[config.mk]
export PLATFORM = sky130hd
export DESIGN_NAME = ram_arbiter
export DESIGN_NICKNAME = d
export VERILOG_FILES = /design/src/rtl/ram_arbiter_pkg.sv /design/src/rtl/ram_arbiter.sv
export SDC_FILE = /design/constraint.sdc
export NUM_CORES = 1
export LEC_CHECK = 0
export BUFFER_PORTS_ARGS = -buffer_cell sky130_fd_sc_hd__buf_4
export CORE_MARGIN = 2
export CORE_UTILIZATION = 47
export CTS_CLUSTER_DIAMETER = 120
export CTS_CLUSTER_SIZE = 8
export DETAILED_ROUTE_END_ITERATION = 10
export GPL_TIMING_DRIVEN = 0
export MAX_ROUTING_LAYER = met4
export PLACE_DENSITY = 0.8
export SYNTH_ARGS = -nofsm -noshare
export SYNTH_HDL_FRONTEND = slang
export SYNTH_SLANG_ARGS = --single-unit
[constraint.sdc]
create_clock -name clk -period 2.4 [get_ports clk]
set_input_delay 0.36 -clock clk [delete_from_list [all_inputs] [get_ports clk]]
set_output_delay 0.36 -clock clk [all_outputs]
set_load 0.05 [all_outputs]
[src/rtl/ram_arbiter_pkg.sv]
// ============================================================================
// Module   : ram_arbiter_pkg
// Brief    : Shared types and constants for the IF/MEM SRAM arbiter.
// Revision : 1.0 - initial release
// ============================================================================
`default_nettype none

package ram_arbiter_pkg;

    typedef enum logic [1:0] {
        ARB_IDLE   = 2'd0,
        ARB_ACCESS = 2'd1,
        ARB_DONE   = 2'd2
    } arb_state_t;

    typedef enum logic {
        OWNER_IF  = 1'b0,
        OWNER_MEM = 1'b1
    } owner_t;

    localparam int          c_RAM_ADDR_W = 30;
    localparam int          c_CNT_W      = 4;
    localparam logic [3:0]  c_IF_BE      = 4'b1111;

endpackage

`default_nettype wire

[src/rtl/ram_arbiter.sv]
// ============================================================================
// Module   : ram_arbiter
// Brief    : Fixed-priority, non-preemptive arbiter sharing one SRAM between
//            instruction fetch (read-only) and the MEM stage (loads/stores).
// Revision : 1.0 - initial release
// ============================================================================
`default_nettype none

module ram_arbiter
    import ram_arbiter_pkg::*;
#(
    parameter int WAIT_CYCLES = 2       // SRAM cycles per access, 2..15
) (
    input  logic                     clk,
    input  logic                     rst,

    input  logic                     if_ce_i,
    input  logic [31:0]              if_addr_i,
    output logic [31:0]              if_data_o,
    output logic                     if_ready_o,

    input  logic                     mem_ce_i,
    input  logic                     mem_we_i,
    input  logic [3:0]               mem_sel_i,
    input  logic [31:0]              mem_addr_i,
    input  logic [31:0]              mem_data_i,
    output logic [31:0]              mem_data_o,
    output logic                     mem_ready_o,

    output logic                     ram_ce_o,
    output logic                     ram_oe_o,
    output logic                     ram_we_o,
    output logic [3:0]               ram_be_o,
    output logic [c_RAM_ADDR_W-1:0]  ram_addr_o,
    output logic [31:0]              ram_wdata_o,
    input  logic [31:0]              ram_rdata_i
);

    localparam logic [c_CNT_W-1:0] c_CNT_LOAD = c_CNT_W'(WAIT_CYCLES - 1);

    arb_state_t              r_state;
    arb_state_t              w_state_nxt;
    logic [c_CNT_W-1:0]      r_cnt;
    owner_t                  r_owner;
    logic [c_RAM_ADDR_W-1:0] r_addr;
    logic                    r_we;
    logic [3:0]              r_be;
    logic [31:0]             r_wdata;
    logic [31:0]             r_if_data;
    logic [31:0]             r_mem_data;

    logic                    w_access;
    logic                    w_last;
    logic                    w_done;
    logic                    w_unused_addr_bits;

    assign w_access = (r_state == ARB_ACCESS);
    assign w_done   = (r_state == ARB_DONE);
    assign w_last   = (r_cnt == '0);

    // Byte-address low bits carry no information for a word-wide SRAM.
    assign w_unused_addr_bits = ^{if_addr_i[1:0], mem_addr_i[1:0]};

    always_ff @(posedge clk) begin
        if (rst) begin
            r_state <= ARB_IDLE;
        end else begin
            r_state <= w_state_nxt;
        end
    end

    // DONE never samples requests so a requester still holding ce during
    // its ready cycle cannot trigger a duplicate access.
    always_comb begin
        w_state_nxt = r_state;
        case (r_state)
            ARB_IDLE:   if (mem_ce_i || if_ce_i) w_state_nxt = ARB_ACCESS;
            ARB_ACCESS: if (w_last)              w_state_nxt = ARB_DONE;
            ARB_DONE:                            w_state_nxt = ARB_IDLE;
            default:                             w_state_nxt = ARB_IDLE;
        endcase
    end

    always_ff @(posedge clk) begin
        if (rst) begin
            r_cnt      <= '0;
            r_owner    <= OWNER_IF;
            r_addr     <= '0;
            r_we       <= 1'b0;
            r_be       <= '0;
            r_wdata    <= '0;
            r_if_data  <= '0;
            r_mem_data <= '0;
        end else begin
            case (r_state)
                ARB_IDLE: begin
                    if (mem_ce_i) begin
                        r_owner <= OWNER_MEM;
                        r_addr  <= mem_addr_i[31:2];
                        r_we    <= mem_we_i;
                        r_be    <= mem_sel_i;
                        r_wdata <= mem_data_i;
                        r_cnt   <= c_CNT_LOAD;
                    end else if (if_ce_i) begin
                        r_owner <= OWNER_IF;
                        r_addr  <= if_addr_i[31:2];
                        r_we    <= 1'b0;
                        r_be    <= c_IF_BE;
                        r_wdata <= '0;
                        r_cnt   <= c_CNT_LOAD;
                    end
                end
                ARB_ACCESS: begin
                    if (w_last) begin
                        if (!r_we) begin
                            if (r_owner == OWNER_IF) r_if_data  <= ram_rdata_i;
                            else                     r_mem_data <= ram_rdata_i;
                        end
                    end else begin
                        r_cnt <= r_cnt - 1'b1;
                    end
                end
                default: ;
            endcase
        end
    end

    // Write strobe drops in the final ACCESS cycle to give address/data hold.
    assign ram_ce_o    = w_access;
    assign ram_oe_o    = w_access && !r_we;
    assign ram_we_o    = w_access && r_we && !w_last;
    assign ram_be_o    = w_access ? r_be    : '0;
    assign ram_addr_o  = w_access ? r_addr  : '0;
    assign ram_wdata_o = w_access ? r_wdata : '0;

    assign if_ready_o  = w_done && (r_owner == OWNER_IF);
    assign mem_ready_o = w_done && (r_owner == OWNER_MEM);
    assign if_data_o   = r_if_data;
    assign mem_data_o  = r_mem_data;

endmodule

`default_nettype wire
# Word-level counts from Yosys, hierarchy flattened
# Index checks and enable logic that the tools add are counted.
[totals] in_bits=137 ff_bits=138 output_inout_bits=135 elab_cells=54
[classes] reduce_logical=17 eq_ne=6 n_addsub=1 bitwise_logic=2 mux=19
[op_table] operator="$mux 32" count=3
[op_table] operator="$mux 30" count=3
[op_table] operator="$mux 4" count=6
[op_table] operator="$pmux 4 s2" count=1
[op_table] operator="$reduce_and 4->1" count=2
[op_table] operator="$logic_and 1x1->1" count=5
[op_table] operator="$logic_not 4->1" count=1
[op_table] operator="$mux 2" count=2
[op_table] operator="$ne 2x2->1 const B" count=2
[op_table] operator="$pmux 2 s2" count=1
[op_table] operator="$reduce_and 2->1" count=2
[op_table] operator="$reduce_bool 2->1" count=2
[op_table] operator="$sub 4x1->4 const B" count=1
[op_table] operator="$mux 1" count=3
[op_table] operator="$ne 3x3->1 const B" count=1
[op_table] operator="$reduce_and 3->1" count=1
[op_table] operator="$eq 2x1->1 const B" count=1
[op_table] operator="$eq 2x2->1 const B" count=1
[op_table] operator="$logic_not 1->1" count=2
[op_table] operator="$logic_not 2->1" count=1
[op_table] operator="$ne 2x1->1 const B" count=1
[op_table] operator="$not 1->1" count=2
[op_table] operator="$logic_or 1x1->1" count=1

# Depth between registers and ports, before layout
[logic_depth] ltp_word=3 mapped_depth=6 mapped_depth_nobuf=5

# Least setup slack after synthesis
# No wires, ideal clock.
[synth_timing] path_kind="reg-to-reg" start="register r_state[0]" end="register r_mem_data[10] (netlist: mem_data_o[10])" t_required_ps=2274 path_buffers=1 path_slack_ps=-189 t_arrival_ps=2463 period_less_slack_ps=2589 stages_incl_launch_ff=5 setup_ps=126 cell_sequence="dfxtp_1 nor3b_1 nand3_1 buf_2 mux2i_1"
[synth_between] elab_chain_len=2
[synth_rtl] item="start, declared" line_no="ram_arbiter.sv:41" rtl="arb_state_t r_state;"
[synth_rtl] item="start signal, assigned" line_no="ram_arbiter.sv:68" rtl="r_state <= w_state_nxt;"
[synth_rtl] item="$eq 2x1->1" line_no="ram_arbiter.sv:95" rtl="case (r_state)"
[synth_rtl] item="$reduce_and 4->1 (no source line)"
[synth_rtl] item="end signal, assigned" line_no="ram_arbiter.sv:117" rtl="else r_mem_data <= ram_rdata_i;"
[synth_rtl] item="end, declared" line_no="ram_arbiter.sv:50" rtl="logic [31:0] r_mem_data;"
# No other way between the ends.
# A chain may end at the register's enable or synchronous reset.

# Final worst setup path
[layout_timing] start="register r_state[1]" end="output ram_we_o"
[layout_between] elab_chain_len=3
[layout_rtl] item="$eq 2x1->1" line_no="ram_arbiter.sv:57" rtl="assign w_access = (r_state == ARB_ACCESS);"
[layout_rtl] item="$logic_and 1x1->1 (2 in a row)" line_no="ram_arbiter.sv:131" rtl="assign ram_we_o = w_access && r_we && !w_last;"
[layout_rtl] item="end, declared" line_no="ram_arbiter.sv:32" rtl="output logic ram_we_o,"
# No other way between the ends.

==> impl_metrics.ini <==
[timing]
slew_headroom_pct = 60.8
layout_min_cycle_time_ps = 2300
rsz0062_at_grt = no
hold_ws_ps = 202
drv_slew = 0
fmax_ghz = 0.436
worstMarginPinSlew_ps = 586
post-route-period-util_pct = 95.6
finClkSkew_ps = 9.48
final_hold_viol_count = 0
setup_violations = 0

[die]
die_h_um = 116
fp.coreArea_um2 = 12100
die-width_um = 116
rows = 40
die-area_um2 = 13500
ios = 272
start_util_pct = 48.7

[setup_path]
cp-end-kind = output pin
crit_start = r_state[1]
r2r_end = if_data_o[16]
r2r-start = r_cnt[0]
r2r_slack_ps = 380
path_class = reg2out
worstPathRequired_ps = 2040
r2r.worst_path.cells = 6
start_kind = flip-flop
cp.arrival_ps = 1940
worstPathMaxFanout = 10

[clock_network]
post-cts-setup-buffers = 0
cts.sinks = 138
clk_pin_slew_ps = 60
cts_tree = built
cts-root-buf = clkbuf_16
ctsResizeCount = 7
clock_tree.buffer_depth = 2
holdBufCountCts = 0
clock_latency_ps = 410
cts_htree_levels = 4
cts_buffers = 17

[routing]
via_count = 5715
drt_iter0_drc = 389
via_per_inst = 5.10
dr.pass1.iters = 6
wl_um = 17800
drcViolationCount = 0
wire_per_inst_um = 15.9
ant_nets = 0

[place]
gp_congestion = 0.816
hpwl_um = 13200
buffer_ports.inserted = 265

[grt]
antenna_found_initial = 0
grt_pass1_vias = 5624
gr-total-overflow = 0
grt_max_degree = 17
grt_pass1_wl_um = 27600
globalRouteTotalUtil_pct = 27.1

[yosys]
synth-edff-count = 0
syn_nets = 795
synth_area_leaders = dfxtp_1 47%, mux2i_1 16%, nand2_1 8.3%, and2_1 7.0%, a21oi_1 5.7%
synth_warnings = 0
yosysUniqueCellTypes = 33
synthesis.instances = 656
synthFlopType = dfxtp_1
ys_async_sr_fraction_pct = 0
synth_top_area_share_pct = 46.9
synth_seq_cells = 138
yosys.area.top_type = dfxtp_1
syn_area_per_cell_um2 = 8.99
synth_area_um2 = 5890
yosysSeqAreaShare_pct = 46.9

[status]
status = finished clean

[min_path]
hold_end = r_wdata[15]
hp-start = mem_data_i[15]
whs_path_depth = 3
hold_path_class = in2reg

[layout]
syn_to_final_growth_pct = 48.7
layout.nets = 1079
antennaDiodeCount = 0
drive_above_1_share_pct = 34.9

[power_and_ir_drop]
p_leak_nw = 4.13
ir_drop_v = 0.000528
finalPower_w = 0.00716
power_density_nw_per_um2 = 817

[flow_run]
drv_cap = 0
-- flip-flops by register name, indices dropped and copies added, names as in the netlist --
signal,count
r_be,4
r_state,2
if_data_o,32
r_owner,1
r_addr,30
r_cnt,4
mem_data_o,32
r_we,1
r_wdata,32
-- cell usage after synthesis, types with 2 or more instances --
master	count
dfxtp_1	138
nand2_1	130
mux2i_1	94
a21oi_1	67
and2_1	66
clkbuf_1	39
o21ai_0	34
a211oi_1	30
buf_2	12
inv_1	6
o221a_2	4
buf_1	3
buf_6	3
nor2_1	3
o221ai_1	3
ha_1	2
nand3_1	2
nor3b_1	2
nor3b_2	2
or3_1	2
or4_1	2
-- through the flow --
stage          setup TNS (ps)  util, %  cells  setup slack, ps  cell area [um^2]
2_1_floorplan               0        -    656              151              5900
3_3_place_gp                0     66.9   1089              332              8100
6_report                    0     72.4   1120              105              8760
4_1_cts                 -4.37     72.3   1120            -4.37              8750
5_1_grt                     0     72.4   1120             19.9              8760
3_5_place_dp                0     66.9   1089              300              8100
-- cell families after synthesis --
kind of cell	synth area share, %
AOI/OAI and AO/OA	14.0
muxes	16.0
adders and majority gates	0.424
and+or+nand+nor	18.1
buffers and inverters	4.65
DFF	46.9
-- final cells by class --
cell class / instances / area [um^2]
Clock inverter: 14 / 221
Inverter: 6 / 26.3
Fill cell: 983 / 3350
Sequential cell: 138 / 2760
Buffer: 57 / 265
Timing Repair Buffer: 265 / 1990
Tap cell: 168 / 210
Clock buffer: 17 / 425
Multi-Input combinational cell: 455 / 2860
-- routing by layer --
layer  GRT usage [%]  up-vias  wire length [um]
met3            7.85       28              1390
met1            30.9     2653              7290
met5               -        -                 0
li1                -     2816                 -
met2            45.5      218              8660
met4            10.0        0               416
-- critical path, cell delays in order, from the launching register on --
cell and delay (ps):
dfxtp_2 380, nand2b_1 120, clkbuf_4 220, clkinvlp_4 190
clkbuf_4 230, and3_2 200, buf_4 190
-- report_power, final --
group          switching [W]  leakage [nW]  total, W  internal, W
clock                0.00102         0.306   0.00286      0.00185
combinational        0.00108          2.70   0.00170     0.000621
sequential          0.000104          1.13   0.00260      0.00250
total                0.00220          4.13   0.00716      0.00496
-- how the worst max path moves through the flow --
stage / endpoint / cells after the start
after CTS: ram_we_o / 6
after global placement: ram_addr_o[27] / 6
after floorplan: ram_wdata_o[22] / 5
after detailed placement: ram_we_o / 6
after global routing: ram_wdata_o[20] / 6
final: ram_we_o / 6
-- cells in the final DEF (no fill, tap or decap), types with 2 or more instances in the layout --
| cell | instances |
|---|---|
| buf_2 | 12 |
| and2_1 | 66 |
| clkinvlp_4 | 4 |
| nor2_1 | 3 |
| buf_1 | 3 |
| nor3b_2 | 3 |
| buf_6 | 3 |
| dfxtp_1 | 137 |
| or4_1 | 2 |
| clkinv_4 | 3 |
| o221a_2 | 4 |
| clkbuf_16 | 17 |
| ha_1 | 2 |
| or3_1 | 2 |
| clkbuf_2 | 5 |
| clkbuf_4 | 2 |
| inv_6 | 2 |
| clkbuf_1 | 32 |
| buf_4 | 265 |
| o221ai_1 | 3 |
| mux2i_1 | 94 |
| a21oi_1 | 67 |
| a211oi_1 | 30 |
| nand2_1 | 130 |
| inv_1 | 5 |
| bufinv_16 | 5 |
| o21ai_0 | 34 |
| nand3_1 | 2 |
Power figures use the tool's default switching activity.
